`config.mk`:
```
export PLATFORM = sky130hd
export DESIGN_NAME = frame_axis_packer
export DESIGN_NICKNAME = d
export VERILOG_FILES = /design/src/rtl/frame_axis_packer.sv
export SDC_FILE = /design/constraint.sdc
export NUM_CORES = 1
export LEC_CHECK = 0
export ABC_AREA = 1
export BUFFER_PORTS_ARGS = -buffer_cell sky130_fd_sc_hd__clkbuf_2
export CORE_ASPECT_RATIO = 1.1
export CORE_UTILIZATION = 50
export CTS_CLUSTER_DIAMETER = 40
export DETAILED_ROUTE_END_ITERATION = 10
export PLACE_DENSITY = 0.7
export SLEW_MARGIN = 20
export SYNTH_ARGS = -nofsm -noshare
export SYNTH_HDL_FRONTEND = slang
export SYNTH_SLANG_ARGS = --single-unit
```
`constraint.sdc`:
```
create_clock -name i_clk -period 3.64 [get_ports i_clk]
set_clock_uncertainty 0.05 [all_clocks]
set_input_delay 0.182 -clock i_clk [delete_from_list [all_inputs] [get_ports i_clk]]
set_output_delay 0.182 -clock i_clk [all_outputs]
set_load 0.01 [all_outputs]
```
`src/rtl/frame_axis_packer.sv`:
```
// Packs a stream of 8-bit pixels into 32-bit AXI-Stream beats, lane 0 first,
// with a partial last beat and tlast on the final pixel of each frame.
module frame_axis_packer #(
  parameter int IMG_WIDTH  = 512,
  parameter int IMG_HEIGHT = 512
) (
  input  logic        i_clk,
  input  logic        i_rst,
  input  logic [7:0]  i_data,
  input  logic        i_data_valid,
  output logic        o_data_ready,
  output logic [31:0] o_tdata,
  output logic [3:0]  o_tkeep,
  output logic        o_tlast,
  output logic        o_tvalid,
  input  logic        i_tready,
  output logic        o_frame_done
);

  localparam int PIXELS = IMG_WIDTH * IMG_HEIGHT;
  localparam int CNT_W  = (PIXELS > 1) ? $clog2(PIXELS) : 1;
  localparam logic [CNT_W-1:0] LAST_IDX = CNT_W'(PIXELS - 1);

  logic [CNT_W-1:0] pix_cnt_reg, pix_cnt_next;
  logic [1:0]       lane_reg, lane_next;
  logic [31:0]      acc_reg, acc_next;
  logic [31:0]      beat_data;
  logic [3:0]       beat_keep;
  logic [31:0]      tdata_reg;
  logic [3:0]       tkeep_reg;
  logic             tlast_reg;
  logic             tvalid_reg;
  logic             frame_done_reg;

  logic last_pix;
  logic closing;
  logic ready;
  logic in_xfer;
  logic out_xfer;

  assign last_pix = (pix_cnt_reg == LAST_IDX);
  assign closing  = (lane_reg == 2'd3) || last_pix;
  // A closing pixel needs the output slot to be free (or freeing this cycle).
  assign ready    = !i_rst && (!closing || !tvalid_reg || i_tready);
  assign in_xfer  = i_data_valid && ready;
  assign out_xfer = tvalid_reg && i_tready;

  // Beat as it would look with the current pixel merged into its lane;
  // lanes above the current one are still zero from the last clear.
  generate
    for (genvar gi = 0; gi < 4; gi++) begin : g_lane
      assign beat_data[8*gi +: 8] = (lane_reg == 2'(gi)) ? i_data : acc_reg[8*gi +: 8];
      assign beat_keep[gi]        = (2'(gi) <= lane_reg);
    end
  endgenerate

  always_comb begin
    pix_cnt_next = pix_cnt_reg;
    lane_next    = lane_reg;
    acc_next     = acc_reg;
    if (in_xfer) begin
      pix_cnt_next = last_pix ? '0 : pix_cnt_reg + CNT_W'(1);
      if (closing) begin
        lane_next = 2'd0;
        acc_next  = '0;
      end else begin
        lane_next = lane_reg + 2'd1;
        acc_next  = beat_data;
      end
    end
  end

  always_ff @(posedge i_clk) begin
    if (i_rst) begin
      pix_cnt_reg    <= '0;
      lane_reg       <= '0;
      acc_reg        <= '0;
      tdata_reg      <= '0;
      tkeep_reg      <= '0;
      tlast_reg      <= 1'b0;
      tvalid_reg     <= 1'b0;
      frame_done_reg <= 1'b0;
    end else begin
      pix_cnt_reg    <= pix_cnt_next;
      lane_reg       <= lane_next;
      acc_reg        <= acc_next;
      frame_done_reg <= out_xfer && tlast_reg;
      if (in_xfer && closing) begin
        tdata_reg  <= beat_data;
        tkeep_reg  <= beat_keep;
        tlast_reg  <= last_pix;
        tvalid_reg <= 1'b1;
      end else if (out_xfer) begin
        tvalid_reg <= 1'b0;
      end
    end
  end

  assign o_data_ready = ready;
  assign o_tdata      = tdata_reg;
  assign o_tkeep      = tkeep_reg;
  assign o_tlast      = tlast_reg;
  assign o_tvalid     = tvalid_reg;
  assign o_frame_done = frame_done_reg;

endmodule

```
Word level (Yosys, flattened, before mapping):

Cells that the tools add are included.
W data, S select, Z words.

* flip-flop bits (word level): 91
* input port bits: 12
* logic and storage cells: 40

* add/sub/neg operators: 2
* magnitude comparators: 4
* equality and inequality tests: 4
* mux-type cells: 9
* reductions and logical operators: 13

Operators by type and width (number)
* $mux W32: 1
* $mux W8: 4
* $add A18 B1 Y18 const B: 1
* $eq A18 B18 Y1 const B: 1
* $mux W18: 1
* $logic_and A1 B1 Y1: 5
* $eq A2 B2 Y1 const B: 2
* $le A1 B2 Y1 const A: 2
* $le A2 B2 Y1 const A: 2
* $logic_not A1 Y1: 3
* $logic_or A1 B1 Y1: 3
* $add A2 B1 Y2 const B: 1
* $eq A2 B1 Y1 const B: 1
* $logic_not A2 Y1: 1
* $mux W1: 2
* $mux W2: 1
* $reduce_bool A2 Y1: 1

Logic depth before layout (Yosys ltp):

Gate-level depths: netlist of the first run.

* depth in word-level cells: 9
* depth in mapped cells: 12
* depth with buffers taken out: 11

Worst setup path before layout of the first run:

Ideal clock, no wire load.

* path type: register -> register
* from: register pix_cnt_reg[0]
* to: register tdata_reg[0] (netlist: o_tdata[0])
* library setup time: 132 ps
* data arrival time: 1649 ps
* setup slack: 1808 ps
* stages on the path, launching flop included: 11
* path buffers: 2
* period minus slack after synthesis: 1832 ps
* path through: dfxtp_1 > ha_1 > inv_1 > nor2_4 > nand3_2 > o21bai_4 > nand4_2 > buf_2 > buf_2 > nand2_1 > a21oi_1

* longest elaborated chain between the ends: 8

Ends and longest elaborated chain
* start: declaration: line 24 `logic [CNT_W-1:0] pix_cnt_reg, pix_cnt_next;`
* start signal: assignment: line 84 `pix_cnt_reg <= pix_cnt_next;`
* $eq A18 B18 Y1 *: line 41 `assign last_pix = (pix_cnt_reg == LAST_IDX);`
* $logic_or A1 B1 Y1 *: line 42 `assign closing = (lane_reg == 2'd3) || last_pix;`
* $logic_not A1 Y1: line 44 `assign ready = !i_rst && (!closing || !tvalid_reg || i_tready);`
* $logic_or A1 B1 Y1 (2 in series): line 44
* $logic_and A1 B1 Y1: line 44
* $logic_and A1 B1 Y1: line 45 `assign in_xfer = i_data_valid && ready;`
* $logic_and A1 B1 Y1 *: line 88 `if (in_xfer && closing) begin`
* end signal: assignment: line 89 `tdata_reg <= beat_data;`
* end: declaration: line 29 `logic [31:0] tdata_reg;`

Every way passes the cells marked *; elsewhere a longest branch is shown, timed or not.
A chain may end at the register's enable or synchronous reset.

Final worst setup path of the first run:

* from: register pix_cnt_reg[0]
* to: register acc_reg[4]

* longest elaborated chain between the ends: 7
* elaborated cells between the ends (all ways): 8
* those cells by class: eq/ne (1); mux (1); reduce/logical (6)

Ends and longest elaborated chain
* $eq A18 B18 Y1 *: line 41
* $logic_or A1 B1 Y1 *: line 42
* $logic_not A1 Y1: line 44
* $logic_or A1 B1 Y1 (2 in series): line 44
* $logic_and A1 B1 Y1: line 44
* $logic_and A1 B1 Y1: line 45
* end signal: assignment: line 86 `acc_reg <= acc_next;`
* end: declaration: line 26 `logic [31:0] acc_reg, acc_next;`

Marks and branches as above.

==> impl_summary.md, run 1 <==
Global routing
The layer flagged by global routing as most heavily used is met2. The number of global-route vias before repair is between 3,000 and 4,000. Summed over all layers, the global routing overflow is 0. For this run, global-route usage on met2 was measured as 0.3805. The initial antenna violation count came to 0.

The overall global routing resource usage is 0.2307. The largest net degree at the start of global routing is 62. The routing usage on met1 is 0.3074. For met3 alone, demand over resource in global routing was 0.04078.

The global-route wire length before repair is between 15,000 and 20,000 um.

Clock tree
The clock passes through at most 2 buffers. The number of clock sinks seen by CTS is between 90 and 100. The number of buffers created by CTS is 9. After clock tree synthesis, the flow added hold-fix buffers numbering 0. The clock-pin slew on the worst setup and hold paths is roughly 90 ps.

The clock tree synthesis step divided the H-tree into 3 levels. The insertion delay to the later sink of the worst-skew pair is around 360 ps. Once the clock tree was built, the setup fixing pass inserted 0 buffers. The post-cts resize count is 0.

TritonCTS built the clock tree. The root buffer cell chosen for the clock tree is sky130_fd_sc_hd__clkbuf_8.

Floorplanning
Pin placement for this block handled between 50 and 60 I/O pins. The cell row count is 34. From left edge to right edge, the die measures a little under 90 um.

The die covers around 0.0085 mm^2. The overall die height is ~96 um. The starting utilization of the core area is 0.5153.

The core region is 0.007870 mm^2.

Critical path
The critical path goes through ha_1 > inv_1 > nor2_4 > nand3_2 > o21bai_4 > nand2_2 > nand3_2 > nand2_2 > o21ai_0. The endpoint of the worst setup timing path is acc_reg[4]. The type of the worst setup path is reg -> reg. The startpoint type of the worst setup path is a register. The endpoint of the worst-slack reg-to-reg timing path is acc_reg[4].

Counting buffers and inverters, the worst setup path is 9 cells deep. The launching point of the worst reg2reg path is pix_cnt_reg[0]. The largest fanout of any net on the critical path is 26. At the worst endpoint, the required time is around 3900 ps. The register-to-register path setup slack is 1110 ps. The kind of end point of the critical path is a register.

The worst endpoint data arrival time is 2740 ps. On the critical path the largest part of the delay comes from simple AND/OR/NAND/NOR gates. The worst setup path startpoint is pix_cnt_reg[0].

Among all stages on the critical path, the largest delay is contributed by sky130_fd_sc_hd__dfxtp_1. In this design, the stage delay of the slowest critical-path cell is approximately 430 ps. The number of buffers and inverters on the critical path is 1.

The number of cells traversed by the worst register-to-register path is 9.

Synthesis
The synthesized net count is between 500 and 600. Dividing the synthesized area by the synthesized cell count gives ~7.2 um^2. The number of unique standard cell types used by synthesis is 28. During synthesis, Yosys emitted a total of 0 warnings. Of the synthesized area, sequential elements account for 0.4492. After synthesis the cells add up to roughly 0.004 mm^2. After synthesis the netlist holds a flip-flop and latch count of 91. The gate count after technology mapping is roughly 560.

Layout
Once layout is complete, the utilization of the core stands at 0.5722. Leaving out fill and tap cells, the most frequent cell in the layout is sky130_fd_sc_hd__nand2_1. The library cells used most frequently in the layout, excluding fill and tap cells, are sky130_fd_sc_hd__nand2_1 (162), sky130_fd_sc_hd__dfxtp_1 (91), sky130_fd_sc_hd__inv_1 (54), sky130_fd_sc_hd__a21oi_1 (52), sky130_fd_sc_hd__clkbuf_2 (51). The area growth from synthesis to layout is 11.05%. Of the cells placed in the final design, the portion with a size suffix greater than 1 is 0.1360. The number of nets in the final layout is roughly 620. The repair_antennas step left the layout with diodes totalling 0.

STA
The fmax is 396.0 MHz. The transition time at the pin with the least slew margin is between 700 and 800 ps. The summed negative setup slack over all endpoints is 0 ps. Dividing the final minimum period by the clock period gives 0.6937.

Setup repair after global routing left no endpoint under its margin. The final setup violation count is 0. The max-slew violation total from the final report is 0. The worst pin sits at a relative slew slack of 0.4668. The number of hold violations in the final report is 0.

The minimum clock period after layout is around 2500 ps.

Detailed routing
The first routing iteration left 207 violations. Using the TritonRoute via totals, the vias-per-cell ratio works out to 5.103. The detailed-router iteration count before antenna repair is 5. The routed layout has approximately 3,600 vias. The total DRC errors in the routed layout is 0. The total routed wirelength is between 9000 and 10,000 um.

The number of antenna-violating nets in the routed design is 0. Dividing the detail-routed wire length by the instance count gives between 10 and 15 um.

Placed design
The number of port buffers is 51. The last weighted congestion value of the routability-driven placer is approximately 0.9. The half-perimeter wire length after placement is around 6000 um.

Power and ir drop
The power per standard cell area is between 400 and 500 mW/mm^2. The maximum vdd ir drop is 0.2665 mV. In this run the static leakage power is 0.001708 uW.

Run
The number of maximum-capacitance constraint violations is 0.

Status
The run finished with clean final reports.

Min path
The worst hold path begins at i_tready. The path type of the worst min-delay path is in -> reg.
## worst min-delay path by stage
stage / endpoint / slack, ps / depth (start not counted)
2_1_floorplan: o_frame_done / 270 / 2
3_3_place_gp: acc_reg[30] / 380 / 2
3_5_place_dp: acc_reg[26] / 380 / 2
4_1_cts: o_frame_done / 40 / 3
5_1_grt: o_frame_done / 50 / 3
6_report: o_frame_done / 40 / 3
## routing by layer
metal / part of all wire / routed length, um
met2: 0.48 / 4345
met1: 0.46 / 4207
met4: 0.019 / 172
met3: 0.046 / 421
met5: 0 / 0
## kinds of logic after synthesis
kind of cell             share of synthesized area
AO/OA/AOI/OAI                               0.1447
XOR/XNOR                                   0.03240
adder cells (fa/ha/maj)                    0.01851
buffers and inverters                      0.09225
flip-flops                                  0.4492
AND/OR/NAND/NOR                             0.2629
## Yosys cell counts, drive strengths merged
cell type	count	area share
nand2	166	0.16
dfxtp	91	0.45
o21ai	60	0.074
inv	55	0.051
a21oi	52	0.064
nand3	35	0.046
nor2	33	0.034
buf	17	0.027
clkbuf	14	0.013
xor2	11	0.024
nor3	10	0.015
nand4	7	0.012
ha	6	0.019
xnor2	4	0.0086
clkinv	1	0.00092
o21a	1	0.0019
o21bai	1	0.0046
## worst min-delay path: cells and delay by family
kind                   cells  cell delay (ps)
AND/OR/NAND/NOR            2              120
buffers and inverters      1               90
## final cells by class
class,count,area (um^2)
clock buffer,10,127.6
clock inverter,6,71.32
fill,750,3367
inverter,56,210.2
multi-input combinational,386,1859
sequential,91,1822
tap,108,135.1
timing repair buffer,54,277.8
## power by group
part           switching [uW]  internal [uW]  leakage, uW
registers                10.1           1020     0.000736
clock network             371            324    0.0000935
logic                     118           44.6     0.000879
## per-stage QoR
step	cell area, um^2	worst slack, ps	std cells	power (uW)	hold slack, ps
6_report	4503	1115	711	1887	37.20
5_1_grt	4503	870.8	711	1967	48.36
4_1_cts	4503	1145	711	1898	43.61
3_5_place_dp	4304	1183	695	1215	382.4
3_3_place_gp	4304	1285	695	1210	375.4
2_1_floorplan	4055	1808	564	1173	272.0
(Power assumes the default switching activity.)
==> run 2, diff against run 1 <==
Settings changed: ABC_AREA 1 to 0, PLACE_DENSITY 0.7 to 0.73.
Clock period 3.64 ns to 2.3 ns, I/O delays scaled along.
==> run 2 against run 1 <==
Compared with the run above:
- global-route usage rose by 1.7 points
- worst setup slack got worse by 980 ps
- synthesized cell count fell by 30%
- die area fell by 3.6%
- total power rose by 54%
- routed wire length rose by 6.2%
- sequential share of layout area fell by 0.28 points
- register-to-register slack got worse by 910 ps
- utilization rose by 3.1 points
- synthesized area fell by 3.7%
- clock power rose by 44%
- non-clock buffer count rose by 20
- largest power group unchanged
==> impl_summary.md, run 2 <==
Layout
The fill cell instance count of the final layout is 669 (was 750). The most common library cell in the layout ignoring fill and taps is sky130_fd_sc_hd__dfxtp_1 (was sky130_fd_sc_hd__nand2_1). Leading cell types in the layout, fill and taps excluded: sky130_fd_sc_hd__dfxtp_1 (91), sky130_fd_sc_hd__clkbuf_2 (51), sky130_fd_sc_hd__a21oi_1 (50), sky130_fd_sc_hd__mux2i_1 (40), sky130_fd_sc_hd__a211oi_1 (36) (was sky130_fd_sc_hd__nand2_1 (162), sky130_fd_sc_hd__dfxtp_1 (91), sky130_fd_sc_hd__inv_1 (54), sky130_fd_sc_hd__a21oi_1 (52), sky130_fd_sc_hd__clkbuf_2 (51)). The final antenna diode count is 0 (unchanged). The relative area change from synthesis to final layout is 16.12% (was 11.05%). The fraction of layout cells with a size suffix above 1 is 0.2220 (was 0.1360). The number of nets in the final layout was 468 (was 616).

STA
The ratio of final minimum period to clock period is 0.9407. The headroom to the max-slew limit is 0.5562 (was 0.4668). The number of hold violations in the final report came to 0 (unchanged). The clock period could shrink to approximately 2200 ps. The max-slew violation total from the final report is 0 (unchanged). The transition time at the pin with the least slew margin came to 662.6 ps (was 794.9 ps). The summed negative setup slack over all endpoints is 0 ps (unchanged).

Unrepaired setup endpoints after global routing: false (unchanged). The worst hold slack is 43.55 ps (was 37.20 ps). The final setup violation count is 0 (unchanged). Static timing analysis puts the maximum clock frequency at 462.2 MHz.

Floorplanning
The x dimension of the die is 86.26 um (was 87.87 um). The starting utilization of the core area is 0.5196 (was 0.5153). The overall die height is 94.69 um (was 96.46 um). The number of primary I/O pins is 52 (unchanged).

The overall die area came to 0.008168 mm^2 (was 0.008475 mm^2). The cell row count is 33 (was 34). The placeable core area is 0.007515 mm^2 (was 0.007870 mm^2).

Synthesis
The share of synthesized area spent on multiplexers is 0.1025 (was 0). The netlist area before placement was 0.003905 mm^2 (was 0.004055 mm^2). The main combinational cell family by area after synthesis is compound AO/OA/AOI/OAI gates (was simple AND/OR/NAND/NOR gates). The flip-flop and latch count after synthesis is 91 (unchanged).

Largest cells by area after synthesis: sky130_fd_sc_hd__dfxtp_1 (47%), sky130_fd_sc_hd__mux2i_1 (10%), sky130_fd_sc_hd__a211oi_1 (6.9%) (was sky130_fd_sc_hd__dfxtp_1 (45%), sky130_fd_sc_hd__nand2_1 (15%), sky130_fd_sc_hd__a21oi_1 (6.4%)). The fraction of synthesized cell area taken by the top area cell type came to 0.4665 (was 0.4492). The number of synthesized flops with an enable pin is 0 (unchanged).

The async set-or-reset flop fraction in the synthesized netlist came to 0 (unchanged). The synthesized net count is 412 (was 582). Most used standard cells in the synthesized netlist: sky130_fd_sc_hd__dfxtp_1 (91), sky130_fd_sc_hd__a21oi_1 (50), sky130_fd_sc_hd__mux2i_1 (40) (was sky130_fd_sc_hd__nand2_1 (162), sky130_fd_sc_hd__dfxtp_1 (91), sky130_fd_sc_hd__inv_1 (54)). The post-synthesis share of cell area spent on full adders, half adders and majority gates is 0.01922 (was 0.01851).

The sequential area share after synthesis is 0.4665 (was 0.4492). The most frequent cell after synthesis is sky130_fd_sc_hd__dfxtp_1 (was sky130_fd_sc_hd__nand2_1). The xor and xnor area share after synthesis is 0.002243 (was 0.03240). The gate count after technology mapping was 394 (was 564). The count of synthesis-stage warnings from yosys came to 0 (unchanged).

The commonest register cell after synthesis is sky130_fd_sc_hd__dfxtp_1 (unchanged). The simple-gate share of the synthesized area is 0.1243 (was 0.2629). The cell type contributing the most total cell area after synthesis is sky130_fd_sc_hd__dfxtp_1 (unchanged). The post-synthesis compound-gate area fraction came to 0.2464 (was 0.1447). The number of unique standard cell types used by synthesis came to 47 (was 28). The post-synthesis average cell area is 9.911 um^2 (was 7.190 um^2).

Detailed routing
The number of antenna-violating nets in the routed design is 0 (unchanged). The total via count in the routed design is 3,333 (was 3,628). The post-detailed-route via-to-cell ratio is 5.952 (was 5.103). The total DRC errors in the routed layout is 0 (unchanged).

The number of DRC markers after the initial detailed-route iteration is 178 (was 207). The total routed wirelength came to 9715 um (was 9147 um). The detailed-router iteration count before antenna repair is 5 (unchanged). The detailed-route wire length per cell came to 17.35 um (was 12.86 um).

Placed design
The number of port buffers is 51 (unchanged). The half-perimeter wire length after placement is 6451 um (was 6040 um). The last weighted congestion value of the routability-driven placer is 0.8800 (was 0.8843).

Min path
The end of the worst hold path was acc_reg[6] (was o_frame_done). The hold-critical path depth was 2 (was 3). The path type of the worst min-delay path is in -> reg (unchanged). The hold path startpoint was i_data[6] (was i_tready).

Global routing
The global route total overflow is 0 (unchanged). The number of global-route vias before repair is 2,930 (was 3,282). The overall global routing resource usage came to 0.2474 (was 0.2307).

The largest net degree at the start of global routing is 44 (was 62). The initial antenna violation count came to 0 (unchanged). The global-route wire length before repair is 15,480 um (was 15,170 um).

Critical path
The slowest stage cell on the critical path is sky130_fd_sc_hd__dfxtp_1 (unchanged). The kind of end point of the critical path is an output pin (was register). The worst path buffer plus inverter count is 2 (was 1). The largest fanout of any net on the critical path was 36 (was 26). The number of cells traversed by the worst register-to-register path is 6 (was 9). The endpoint of the worst-slack reg-to-reg timing path was acc_reg[18] (was acc_reg[4]). The worst endpoint data arrival time is 2000 ps (was 2740 ps). The register-to-register path setup slack is 200 ps (was 1110 ps). Critical path, cell by cell: nand4_1 > or2_1 > o21ai_4 > buf_12 > a21oi_1 > clkbuf_2 (was ha_1 > inv_1 > nor2_4 > nand3_2 > o21bai_4 > nand2_2 > nand3_2 > nand2_2 > o21ai_0). The launching point of the worst reg2reg path is lane_reg[0] (was pix_cnt_reg[0]).

The longest individual stage delay on the worst path was 470 ps (was 430 ps). The type of the worst setup path is reg -> out (was reg -> reg). The startpoint type of the worst setup path is a register (unchanged). The critical path data required time is 2130 ps (was 3860 ps). The kind of cell adding the most delay to the critical path is simple AND/OR/NAND/NOR gates (unchanged).

Status
Result of the run: finished, final reports clean (unchanged).

Run
The number of maximum-capacitance constraint violations is 0 (unchanged).

Clock tree
The number of buffers created by CTS is 9 (unchanged). The number of setup buffers added after CTS is 0 (unchanged). The insertion delay to the later sink of the worst-skew pair is 360 ps (about the same). The number of clock sinks seen by CTS is 91 (unchanged). The TritonCTS clock tree was done (unchanged). The clock-pin slew on the worst setup and hold paths came to 90 ps (about the same). The cell chosen for the clock root is sky130_fd_sc_hd__clkbuf_8 (unchanged).

The depth of the CTS H-tree was 3 (unchanged). The maximum buffer depth of the clock tree came to 2 (unchanged).

Power and ir drop
The maximum vdd ir drop is 0.3891 mV (was 0.2665 mV). The reported leakage power is 0.001742 uW (was 0.001708 uW). The total power of the final layout was 2903 uW (was 1887 uW). The power per standard cell area is 640.2 mW/mm^2 (was 419.0 mW/mm^2).
[run 2: cell count changes after synthesis, sizes merged, moves of 6 or more]
cell | before | now
nand2b | 0 | 8
inv | 55 | 6
a211oi | 0 | 36
nand3 | 35 | 11
nand2 | 166 | 18
and3 | 0 | 11
mux2i | 0 | 40
xor2 | 11 | 0
o21ai | 60 | 9
a22o | 0 | 24
nor3 | 10 | 2
or3 | 0 | 6
nor2 | 33 | 8
[run 2: power by group]
part	total, uW	leakage, uW	internal [uW]	switching [uW]
Combinational	277	0.000914	107	170
Sequential	1630	0.000736	1610	19.3
Clock	1000	0.0000924	422	577
Total	2900	0.00174	2140	767
[run 2: through the flow]
stage	setup slack (ps)	std cells	util	cell area (um^2)
2_1_floorplan	421.7	394	-	3905
3_3_place_gp	337.4	542	0.5769	4335
3_5_place_dp	251.7	542	0.5769	4335
4_1_cts	85.53	560	0.6032	4533
5_1_grt	17.05	560	0.6034	4534
6_report	136.4	560	0.6034	4534
[run 2: routing by layer]
metal	track usage	share of wire
met1	0.3573	0.47
met2	0.3651	0.46
met3	0.04633	0.049
met4	0.09028	0.016
met5	0	0
[run 2: worst register-to-register path: cells and delay by family, from the launching register on]
family / cells / cell delay, ps
buffers and inverters: 1 / 170
AO/OA/AOI/OAI: 4 / 1200
adder cells (fa/ha/maj): 1 / 240
flip-flops: 1 / 350
[run 2: logic make-up (layout without fill, tap and decap cells)]
family | after synthesis | in the layout
AOI/OAI and AO/OA | 138 | 138
xor gates and xnor gates | 1 | 1
adders and majority gates | 6 | 6
buffers and inverters | 35 | 96
DFF | 91 | 91
muxes | 40 | 40
and+or+nand+nor | 83 | 83
[run 2: area by class of cell]
class / instances / area (um^2) / share of cell area
Timing Repair Buffer: 74 / 445.4 / 0.09823
Inverter: 6 / 22.52 / 0.004967
Tap cell: 105 / 131.4 / 0.02897
Clock inverter: 6 / 40.04 / 0.008830
Clock buffer: 10 / 137.6 / 0.03035
Multi-Input combinational cell: 268 / 1936 / 0.4269
Sequential cell: 91 / 1822 / 0.4018
[run 2: how the worst max path moves through the flow]
stage,from,end,slack [ps],depth (start not counted)
2_1_floorplan,pix_cnt_reg[1],pix_cnt_reg[7],420,7
3_3_place_gp,lane_reg[0],acc_reg[18],340,6
3_5_place_dp,lane_reg[0],acc_reg[18],250,6
4_1_cts,pix_cnt_reg[0],o_data_ready,90,7
5_1_grt,pix_cnt_reg[13],o_data_ready,20,6
6_report,pix_cnt_reg[13],o_data_ready,140,6
[run 2: repair_timing]
action | 4_1_cts | 5_1_grt
hold buffers | 2 | 0
hold endpoints to repair | 2 | 0
gates resized for setup | 0 | 2
endpoints found under the setup margin | 0 | 1
==> run 3, diff against run 2 <==
Settings changed: BUFFER_PORTS_ARGS -buffer_cell sky130_fd_sc_hd__clkbuf_2 to unset, CTS_CLUSTER_SIZE set to 8, DONT_BUFFER_PORTS set to 1, PLACE_DENSITY 0.73 to 0.68, SLEW_MARGIN 20 to unset.
==> run 3 against run 2 <==
Compared with the run above:
- maximum frequency grew 0.48%
- cell area shrank 0.88%
- highest routed layer unchanged
- first-iteration DRC count shrank 26%
- clock power grew 29%
- sequential share of layout area grew 0.36 points
- worst setup slack gained 10 ps
- combinational power is essentially flat
- sequential power is essentially flat
- clock-buffer cell count grew 2
==> impl_summary.md, run 3 (synthesized netlist as in run 2, its figures left out) <==
Status
Result of the run: finished, final reports clean (unchanged).

Global routing
The global route total overflow came to 0 (unchanged). The largest net degree at the start of global routing came to 40 (was 44). The number of global-route vias before repair is 3,057 (was 2,930).

The overall global routing resource usage is 0.2642 (was 0.2474). The global-route wire length before repair was 16,310 um (was 15,480 um). The initial antenna violation count is 0 (unchanged).

Clock tree
The TritonCTS clock tree is done (unchanged). The clock-pin slew on the worst setup and hold paths is 90 ps (about the same). The cell chosen for the clock root is sky130_fd_sc_hd__clkbuf_8 (unchanged). The number of setup buffers added after CTS is 0 (unchanged).

The number of buffers created by CTS is 9 (unchanged). The insertion delay to the later sink of the worst-skew pair is 360 ps (about the same). The maximum buffer depth of the clock tree is 2 (unchanged). The number of clock sinks seen by CTS is 91 (unchanged). The depth of the CTS H-tree is 3 (unchanged).

Layout
The relative area change from synthesis to final layout was 15.09% (was 16.12%). The number of nets in the final layout was 429 (was 468). The most common library cell in the layout ignoring fill and taps is sky130_fd_sc_hd__dfxtp_1 (unchanged). The final antenna diode count was 0 (unchanged). The fraction of layout cells with a size suffix above 1 is 0.1298 (was 0.2220). Leading cell types in the layout, fill and taps excluded: sky130_fd_sc_hd__dfxtp_1 (91), sky130_fd_sc_hd__a21oi_1 (50), sky130_fd_sc_hd__mux2i_1 (40), sky130_fd_sc_hd__a211oi_1 (36), sky130_fd_sc_hd__a22o_1 (24) (was sky130_fd_sc_hd__dfxtp_1 (91), sky130_fd_sc_hd__clkbuf_2 (51), sky130_fd_sc_hd__a21oi_1 (50), sky130_fd_sc_hd__mux2i_1 (40), sky130_fd_sc_hd__a211oi_1 (36)). The final non-filler cell area came to 0.004494 mm^2 (was 0.004534 mm^2).

Placed design
The number of port buffers was 0 (was 51). The last weighted congestion value of the routability-driven placer is 0.8066 (was 0.8800). The worst setup slack before clock tree synthesis is 170.1 ps (was 251.7 ps).

The half-perimeter wire length after placement is 6303 um (was 6451 um). The cell area after placement came to 0.004108 mm^2 (was 0.004335 mm^2).

Critical path
The largest fanout of any net on the critical path is 13 (was 36). The critical path data required time is 2130 ps (about the same). Critical path, cell by cell: ha_1 > nand2_1 > or2_0 > o21ai_4 > buf_4 > a21oi_1 (was nand4_1 > or2_1 > o21ai_4 > buf_12 > a21oi_1 > clkbuf_2). The kind of cell adding the most delay to the critical path is simple AND/OR/NAND/NOR gates (unchanged).

The longest individual stage delay on the worst path is 360 ps (was 470 ps). The endpoint of the worst-slack reg-to-reg timing path is acc_reg[15] (was acc_reg[18]). The register-to-register path setup slack is 200 ps (about the same). The number of cells traversed by the worst register-to-register path is 6 (unchanged). The worst endpoint data arrival time is 1990 ps (was 2000 ps). The slowest stage cell on the critical path is sky130_fd_sc_hd__dfxtp_1 (unchanged). The kind of end point of the critical path is an output pin (unchanged). The type of the worst setup path is reg -> out (unchanged). The worst path buffer plus inverter count is 1 (was 2). The launching point of the worst reg2reg path is lane_reg[0] (unchanged). The startpoint type of the worst setup path is a register (unchanged).

Detailed routing
The total DRC errors in the routed layout was 0 (unchanged). The total routed wirelength is 9912 um (was 9715 um). The detailed-route wire length per cell is 19.02 um (was 17.35 um). The post-detailed-route via-to-cell ratio is 6.071 (was 5.952).

The detailed-router iteration count before antenna repair came to 4 (was 5). The total via count in the routed design came to 3,163 (was 3,333). The number of antenna-violating nets in the routed design is 0 (unchanged). The number of DRC markers after the initial detailed-route iteration came to 131 (was 178).

Min path
The end of the worst hold path is o_tvalid (was acc_reg[6]). The hold-critical path depth is 2 (unchanged). The path type of the worst min-delay path is in -> reg (unchanged). The hold path startpoint is i_tready (was i_data[6]).

STA
The number of hold violations in the final report is 0 (unchanged). The headroom to the max-slew limit came to 0.5762 (was 0.5562). The final critical-path setup slack is 146.7 ps (was 136.4 ps). Unrepaired setup endpoints after global routing: false (unchanged). The max-slew violation total from the final report is 0 (unchanged). The final setup violation count is 0 (unchanged).

The fmax came to 464.4 MHz (was 462.2 MHz). The worst hold slack came to 7.892 ps (was 43.55 ps). The transition time at the pin with the least slew margin is 632.7 ps (was 662.6 ps).

The ratio of final minimum period to clock period is 0.9362 (was 0.9407). The minimum clock period after layout came to 2153 ps (was 2164 ps). The summed negative setup slack over all endpoints is 0 ps (unchanged).

Floorplanning
The number of primary I/O pins came to 52 (unchanged). The placeable core area is 0.007515 mm^2 (unchanged). The x dimension of the die came to 86.26 um (unchanged).

The starting utilization of the core area is 0.5196 (unchanged). The cell row count was 33 (unchanged). The overall die area is 0.008168 mm^2 (unchanged). The overall die height is 94.69 um (unchanged).

Power and ir drop
The power per standard cell area is 711.0 mW/mm^2 (was 640.2 mW/mm^2). The reported leakage power is 0.001606 uW (was 0.001742 uW). The total power of the final layout is 3195 uW (was 2903 uW). The maximum vdd ir drop is 0.3914 mV (was 0.3891 mV).

Run
The number of maximum-capacitance constraint violations came to 0 (unchanged).
run 3: cell types whose count changed in the layout (fill, tap and decap cells not counted), moves of 2 or more:
cell | before | now
sky130_fd_sc_hd__dlygate4sd3_1 | 2 | 11
sky130_fd_sc_hd__bufinv_16 | 0 | 2
sky130_fd_sc_hd__clkinv_2 | 3 | 0
sky130_fd_sc_hd__clkbuf_8 | 10 | 12
sky130_fd_sc_hd__buf_12 | 1 | 3
sky130_fd_sc_hd__clkbuf_2 | 51 | 0
run 3: how the worst max path moves through the flow:
| stage | to | depth (start not counted) | startpoint |
|---|---|---|---|
| 2_1_floorplan | pix_cnt_reg[7] | 7 | pix_cnt_reg[1] |
| 3_3_place_gp | pix_cnt_reg[9] | 6 | pix_cnt_reg[0] |
| 3_5_place_dp | pix_cnt_reg[12] | 5 | pix_cnt_reg[2] |
| 4_1_cts | pix_cnt_reg[12] | 5 | pix_cnt_reg[2] |
| 5_1_grt | o_data_ready | 6 | pix_cnt_reg[0] |
| 6_report | o_data_ready | 6 | pix_cnt_reg[0] |
run 3: final cells by class:
| class | instances | area (um^2) |
|---|---|---|
| multi-input combinational | 268 | 1946 |
| timing repair buffer | 35 | 327.8 |
| fill | 673 | 3020 |
| clock buffer | 12 | 165.2 |
| clock inverter | 4 | 80.08 |
| inverter | 6 | 22.52 |
| sequential | 91 | 1822 |
| tap | 105 | 131.4 |
run 3: routing by layer:
layer / GRT usage / wire length (um) / vias to the layer above
met2: 0.4048 / 4567 / 77
met4: 0.1194 / 192 / 0
met5: 0 / 0 / -
li1: - / - / 1520
met3: 0.06294 / 531 / 16
met1: 0.3526 / 4620 / 1550
run 3: timing repair:
item	CTS	global route
hold buffers	12	0
setup endpoints to repair	0	7
resized for setup	0	3
endpoints found under the hold margin	65	0
run 3: worst reg2reg max path: cells and delay by family (launching register included):
kind / cells / cell delay (ps)
adders and majority gates: 1 / 230
DFF: 1 / 350
AOI/OAI and AO/OA: 4 / 1190
buffers and inverters: 1 / 170
run 3: per-stage QoR:
stage / cells / utilization
5_1_grt: 521 / 0.5981
6_report: 521 / 0.5981
2_1_floorplan: 394 / -
3_5_place_dp: 493 / 0.5466
3_3_place_gp: 493 / 0.5466
4_1_cts: 521 / 0.5966
run 3: power breakdown:
group          switching [uW]  total, uW  internal, uW
Clock                     578       1290           711
Combinational             165        277           112
Sequential               21.6       1630          1610
Total                     765       3200          2430
